`config.mk`:
```
export PLATFORM = sky130hd
export DESIGN_NAME = wb_dma_adr_seq_flat
export DESIGN_NICKNAME = d
export VERILOG_FILES = /design/src/rtl/wb_dma_adr_seq_if.sv /design/src/rtl/wb_dma_adr_seq.sv /design/src/flat_wrapper.sv
export SDC_FILE = /design/constraint.sdc
export NUM_CORES = 1
export LEC_CHECK = 0
export BUFFER_PORTS_ARGS = -buffer_cell sky130_fd_sc_hd__buf_2
export CORE_MARGIN = 4
export CORE_UTILIZATION = 49
export DETAILED_ROUTE_END_ITERATION = 12
export PLACE_DENSITY = 0.77
export SYNTH_ARGS = -nofsm -noshare
export SYNTH_HDL_FRONTEND = slang
export SYNTH_SLANG_ARGS = --single-unit
```
`constraint.sdc`:
```
create_clock -name clk -period 2.2 [get_ports clk]
set_clock_uncertainty 0.1 [all_clocks]
set_input_delay 0.11 -clock clk [delete_from_list [all_inputs] [get_ports clk]]
set_output_delay 0.11 -clock clk [all_outputs]
set_load 0.01 [all_outputs]
```
`src/rtl/wb_dma_adr_seq_if.sv`:
```
// Word-address request channel between the DMA address sequencer and the Wishbone master.
// Latency: none (wires only); backpressure: adr/req are held until ack.
interface wb_dma_adr_seq_if;
    logic        req;
    logic [29:0] adr;
    logic        ack;

    modport master (output req, output adr, input ack);
    modport slave  (input req, input adr, output ack);
endinterface

```
`src/rtl/wb_dma_adr_seq.sv`:
```
// Per-channel DMA address sequencer with a split, two-stage 30-bit address incrementor.
// Latency: req one cycle after start/resume, one word per 2 cycles; backpressure: req/adr hold until ack.
module wb_dma_adr_seq #(
    parameter int INC30_CENTER = 16,
    parameter int TSZ_W        = 12,
    parameter int CHK_W        = 9
) (
    input  logic                 clk,
    input  logic                 rst,
    input  logic                 start,
    input  logic [29:0]          adr_in,
    input  logic [TSZ_W-1:0]     tsz_in,
    input  logic [CHK_W-1:0]     chk_sz,
    input  logic                 inc_en,
    input  logic                 resume,
    input  logic                 abort,
    wb_dma_adr_seq_if.master     bus,
    output logic                 busy,
    output logic [TSZ_W-1:0]     tsz_left,
    output logic                 chunk_done,
    output logic                 done,
    output logic                 aborted
);

    localparam int HI_W = 30 - INC30_CENTER;

    typedef enum logic [1:0] {IDLE, ISSUE, INC, CHK_WAIT} state_t;

    state_t                 state, state_nxt;
    logic [29:0]            adr_r;
    logic [INC30_CENTER:0]  lo_r;
    logic [CHK_W-1:0]       chk_cnt;
    logic [CHK_W-1:0]       chk_sz_r;
    logic                   inc_en_r;

    logic ld, take, step, reload, done_set, chunk_set, abort_set;

    always_ff @(posedge clk or posedge rst) begin
        if (rst) state <= IDLE;
        else     state <= state_nxt;
    end

    always_comb begin
        state_nxt = state;
        ld        = 1'b0;
        take      = 1'b0;
        step      = 1'b0;
        reload    = 1'b0;
        done_set  = 1'b0;
        chunk_set = 1'b0;
        abort_set = 1'b0;
        // Abort outranks everything, including an ack on the same edge.
        if (state != IDLE && abort) begin
            state_nxt = IDLE;
            abort_set = 1'b1;
        end else begin
            unique case (state)
                IDLE: begin
                    if (start && !abort) begin
                        if (tsz_in == '0) begin
                            done_set = 1'b1;
                        end else begin
                            ld        = 1'b1;
                            state_nxt = ISSUE;
                        end
                    end
                end
                ISSUE: begin
                    if (bus.ack) begin
                        take      = 1'b1;
                        state_nxt = INC;
                    end
                end
                INC: begin
                    step = 1'b1;
                    if (tsz_left == '0) begin
                        state_nxt = IDLE;
                        done_set  = 1'b1;
                    end else if (chk_sz_r != '0 && chk_cnt == '0) begin
                        state_nxt = CHK_WAIT;
                        chunk_set = 1'b1;
                    end else begin
                        state_nxt = ISSUE;
                    end
                end
                CHK_WAIT: begin
                    if (resume) begin
                        reload    = 1'b1;
                        state_nxt = ISSUE;
                    end
                end
                default: state_nxt = IDLE;
            endcase
        end
    end

    always_ff @(posedge clk or posedge rst) begin
        if (rst) begin
            adr_r      <= '0;
            lo_r       <= '0;
            tsz_left   <= '0;
            chk_cnt    <= '0;
            chk_sz_r   <= '0;
            inc_en_r   <= 1'b0;
            done       <= 1'b0;
            chunk_done <= 1'b0;
            aborted    <= 1'b0;
        end else begin
            done       <= done_set;
            chunk_done <= chunk_set;
            aborted    <= abort_set;
            if (ld) begin
                adr_r    <= adr_in;
                tsz_left <= tsz_in;
                chk_cnt  <= chk_sz;
                chk_sz_r <= chk_sz;
                inc_en_r <= inc_en;
            end
            if (take) begin
                lo_r     <= {1'b0, adr_r[INC30_CENTER-1:0]} + (INC30_CENTER+1)'(1);
                tsz_left <= tsz_left - TSZ_W'(1);
                if (chk_sz_r != '0) chk_cnt <= chk_cnt - CHK_W'(1);
            end
            // Second stage: fold the registered low-part carry into the high part.
            if (step && inc_en_r) begin
                adr_r <= {adr_r[29:INC30_CENTER] + HI_W'(lo_r[INC30_CENTER]),
                          lo_r[INC30_CENTER-1:0]};
            end
            if (reload) chk_cnt <= chk_sz_r;
        end
    end

    assign bus.req = (state == ISSUE);
    assign bus.adr = adr_r;
    assign busy    = (state != IDLE);

endmodule

```
`src/flat_wrapper.sv`:
```
// flat-port wrapper written by rule: the top's interface ports become plain ports
module wb_dma_adr_seq_flat 
#(
    parameter int INC30_CENTER = 16,
    parameter int TSZ_W        = 12,
    parameter int CHK_W        = 9
)
  (clk, rst, start, adr_in, tsz_in, chk_sz, inc_en, resume, abort, busy, tsz_left, chunk_done, done, aborted, bus_req, bus_adr, bus_ack);
  wb_dma_adr_seq_if bus_i ();
  input  logic clk;
  input  logic rst;
  input  logic start;
  input  logic [29:0] adr_in;
  input  logic [TSZ_W-1:0] tsz_in;
  input  logic [CHK_W-1:0] chk_sz;
  input  logic inc_en;
  input  logic resume;
  input  logic abort;
  output logic busy;
  output logic [TSZ_W-1:0] tsz_left;
  output logic chunk_done;
  output logic done;
  output logic aborted;
  output wire logic [$bits(bus_i.req)-1:0] bus_req;
  output wire logic [$bits(bus_i.adr)-1:0] bus_adr;
  input wire logic [$bits(bus_i.ack)-1:0] bus_ack;
  assign bus_req = bus_i.req;
  assign bus_adr = bus_i.adr;
  assign bus_i.ack = bus_ack;
  wb_dma_adr_seq #(.INC30_CENTER(INC30_CENTER), .TSZ_W(TSZ_W), .CHK_W(CHK_W)) u_core (.clk(clk), .rst(rst), .start(start), .adr_in(adr_in), .tsz_in(tsz_in), .chk_sz(chk_sz), .inc_en(inc_en), .resume(resume), .abort(abort), .bus(bus_i), .busy(busy), .tsz_left(tsz_left), .chunk_done(chunk_done), .done(done), .aborted(aborted));
endmodule
```
==> flow_summary.yaml <==
run_status:
  status: "complete, no violations"
yosys:
  synth_seq_area_share_pct: 46.0
  synth.largest_area_cell: "dfrtp_1"
  yosys_warnings: 0
  ys_ff_latch: 83
  synthCells: 493
  syn-num-nets: 560
  yosysMostFrequentCell: "dfrtp_1"
  synthTopCellsByArea: "dfrtp_1, nand2_1, o21ai_0"
  syn_area_um2: 4520
  syn_avg_cell_area_um2: 9.16
  synth.top_cell.area_share_pct: 46.0
  synth_edf_count: 0
  synthArstFlopShare_pct: 100
  ys.flop_type: "dfrtp_1"
  synth_common_cells: "dfrtp_1, nand2_1, o21ai_0"
  yosysUniqueCellTypes: 62
setup_path:
  cp_num_buf_inv: 2
  worst-setup-path-type: "in2reg"
  required_ps: 2360
  cp_num_cells: 7
  cp_max_fo: 12
  reg2regPathDepth: 5
  crit_arrival_ps: 2300
  critPathCaptureType: "register"
  slowest_stage: "dlygate4sd3_1"
  crit_path_max_incr_delay_ps: 580
  crit_family: "compound AO/OA/AOI/OAI gates"
  worstPathCellList: "dlygate4sd3_1 -> or4_4 -> o31a_4 -> buf_8 -> a21oi_2 -> o21ai_0 -> a31oi_1"
  critPathLaunchType: "primary input"
place:
  place_area_um2: 5350
  io_buffers: 104
  gp_congestion: 0.890
  hpwl_um: 8920
  pre_cts_slack_ps: -120
min_path:
  hp-class: "in2reg"
  hold_depth: 3
cells_and_area:
  syn_to_final_growth_pct: 37.8
  n_antenna_cell: 0
  fin_nets: 739
  drive_above_1_share_pct: 29.1
  design_area_um2: 6230
sta:
  min_period_ps: 2140
  setup_viol: 0
  worstMarginPinSlew_ps: 600
  clock.fmax_mhz: 467
  finalCritPeriodShare_pct: 97.2
  finalHoldViolations: 0
  drv_slew: 0
  fin_ws_ps: 60.6
  max_slew_margin_pct: 59.6
  whs_ps: 19.7
global_route:
  gr-total-overflow: 0
  grt_first_pass_wirelength_um: 22100
  antenna_found_initial: 0
  grt_max_degree: 84
  grt_pass1_vias: 4486
  grt_usage_pct: 24.4
clock_network:
  clk_path_buf_depth: 2
  clock-sinks: 83
  h-tree-depth: 3
  clk_latency_ps: 350
  cts_root_buffer: "clkbuf_8"
  cts_tree: "built"
  clkTransAtPathRegs_ps: 80
  cts_buffers: 9
detailed_routing:
  viasPerCell: 5.74
  dr.first_iter.drc_count: 254
  drc: 0
  vias: 4508
  drt-pass1-iter-count: 4
  postRouteAntennaNets: 0
  wire_per_inst_um: 16.8
  routed_wl_um: 13200
die:
  boundaryPins: 105
  start_util_pct: 51.0
  die_w_um: 104
  die_h_um: 104
  rows: 34
  core-area_um2: 8850
  dieArea_um2: 10800
power_and_ir_drop:
  ir_worst_vdd_mv: 0.596
  pwr_density_cell_nw_per_um2: 1180
  p_leak_nw: 2.80
job:
  cap_viol_max_count: 0
==> sequential cells by signal, indices dropped and copies added, names as in the netlist <==
| signal | cells |
|---|---|
| u_core.aborted | 1 |
| u_core.bus.adr | 30 |
| u_core.chk_cnt | 9 |
| u_core.chk_sz_r | 9 |
| u_core.chunk_done | 1 |
| u_core.done | 1 |
| u_core.inc_en_r | 1 |
| u_core.lo_r | 17 |
| u_core.state | 2 |
| u_core.tsz_left | 12 |
==> logic make-up (layout without fill, tap and decap cells) <==
| group | after synthesis | count (layout) | synth area share, % |
|---|---|---|---|
| simple gates | 198 | 198 | 20.8 |
| compound gates | 124 | 124 | 18.0 |
| flops | 83 | 83 | 46.0 |
| buf+inv | 41 | 225 | 4.07 |
| mux | 23 | 23 | 5.76 |
| xor+xnor | 15 | 15 | 2.91 |
| fa+ha+maj | 9 | 9 | 2.49 |
==> final cells by class <==
class / count / area [um^2]
Clock inverter: 5 / 77.6
Clock buffer: 11 / 131
Tap cell: 108 / 135
Fill cell: 705 / 2620
Sequential cell: 83 / 2080
Timing Repair Buffer: 189 / 1340
Multi-Input combinational cell: 369 / 2380
Inverter: 20 / 78.8
==> timing repair <==
action | 4_1_cts | 5_1_grt
endpoints found under the hold margin | 135 | 0
pin swaps | 0 | 6
endpoints found under the setup margin | 27 | 32
resized for setup | 7 | 30
hold buffers | 51 | 0
setup buffers | 0 | 2
==> worst min-delay path, cell delays in order <==
cell and delay (ps):
buf_2 80, o21ai_0 90, a21oi_1 130
==> per-layer routing <==
| layer | vias up | global-route usage [%] | share of wire [%] |
|---|---|---|---|
| met5 | - | 0 | 0 |
| met4 | 0 | 8.26 | 1.8 |
| met3 | 24 | 4.03 | 6.4 |
| met2 | 195 | 40.3 | 49 |
| met1 | 2165 | 32.6 | 43 |
| li1 | 2124 | - | - |
==> worst paths after layout <==
check | startpoint | end | slack (ps)
worst min register to register | u_core.lo_r[1] | u_core.lo_r[1] | 380
worst max register to register | u_core.tsz_left[7] | u_core.state[0] | 80
min in group asynchronous | rst | u_core.lo_r[9] | 310
max in group asynchronous | rst | u_core.bus.adr[29] | 1340
worst min-delay path | adr_in[18] | u_core.bus.adr[18] | 20
worst max-delay path | tsz_in[4] | u_core.chk_cnt[2] | 60
==> per-stage QoR <==
step / total power, mW / utilization (%) / cells / TNS (ps)
after floorplan: 4.66 / - / 493 / 0
after global placement: 5.74 / 60.4 / 717 / 0
after detailed placement: 5.88 / 60.4 / 717 / -1280
after CTS: 7.17 / 68.8 / 784 / 0
after global routing: 7.87 / 70.4 / 785 / -9.48
final: 7.34 / 70.4 / 785 / 0
==> power by group <==
part	switching (mW)	internal [mW]	total, mW
Sequential	0.754	2.22	2.98
Clock	0.550	0.637	1.19
Combinational	1.67	1.50	3.17
Total	2.98	4.36	7.34
==> layout by cell type (no fill, tap or decap), types with 3 or more instances in the layout <==
| cell type | count |
|---|---|
| or3_1 | 3 |
| or4_4 | 3 |
| o211ai_1 | 4 |
| nand2_1 | 78 |
| a31oi_1 | 8 |
| nand3_1 | 16 |
| and4_1 | 3 |
| o21ai_0 | 50 |
| nor4_1 | 3 |
| and3_1 | 13 |
| buf_8 | 3 |
| xnor2_1 | 6 |
| a211oi_1 | 5 |
| nor3_1 | 11 |
| clkbuf_8 | 9 |
| buf_2 | 103 |
| o31ai_1 | 4 |
| nor2_1 | 37 |
| inv_1 | 17 |
| buf_4 | 28 |
| xor2_1 | 9 |
| dfrtp_1 | 83 |
| dlygate4sd3_1 | 51 |
| nand4_1 | 4 |
| mux2i_1 | 17 |
| mux2_4 | 6 |
| o22ai_1 | 5 |
| nand2b_1 | 3 |
| a21oi_1 | 16 |
| a22oi_1 | 3 |
| ha_1 | 7 |
Power figures use the tool's default switching activity.
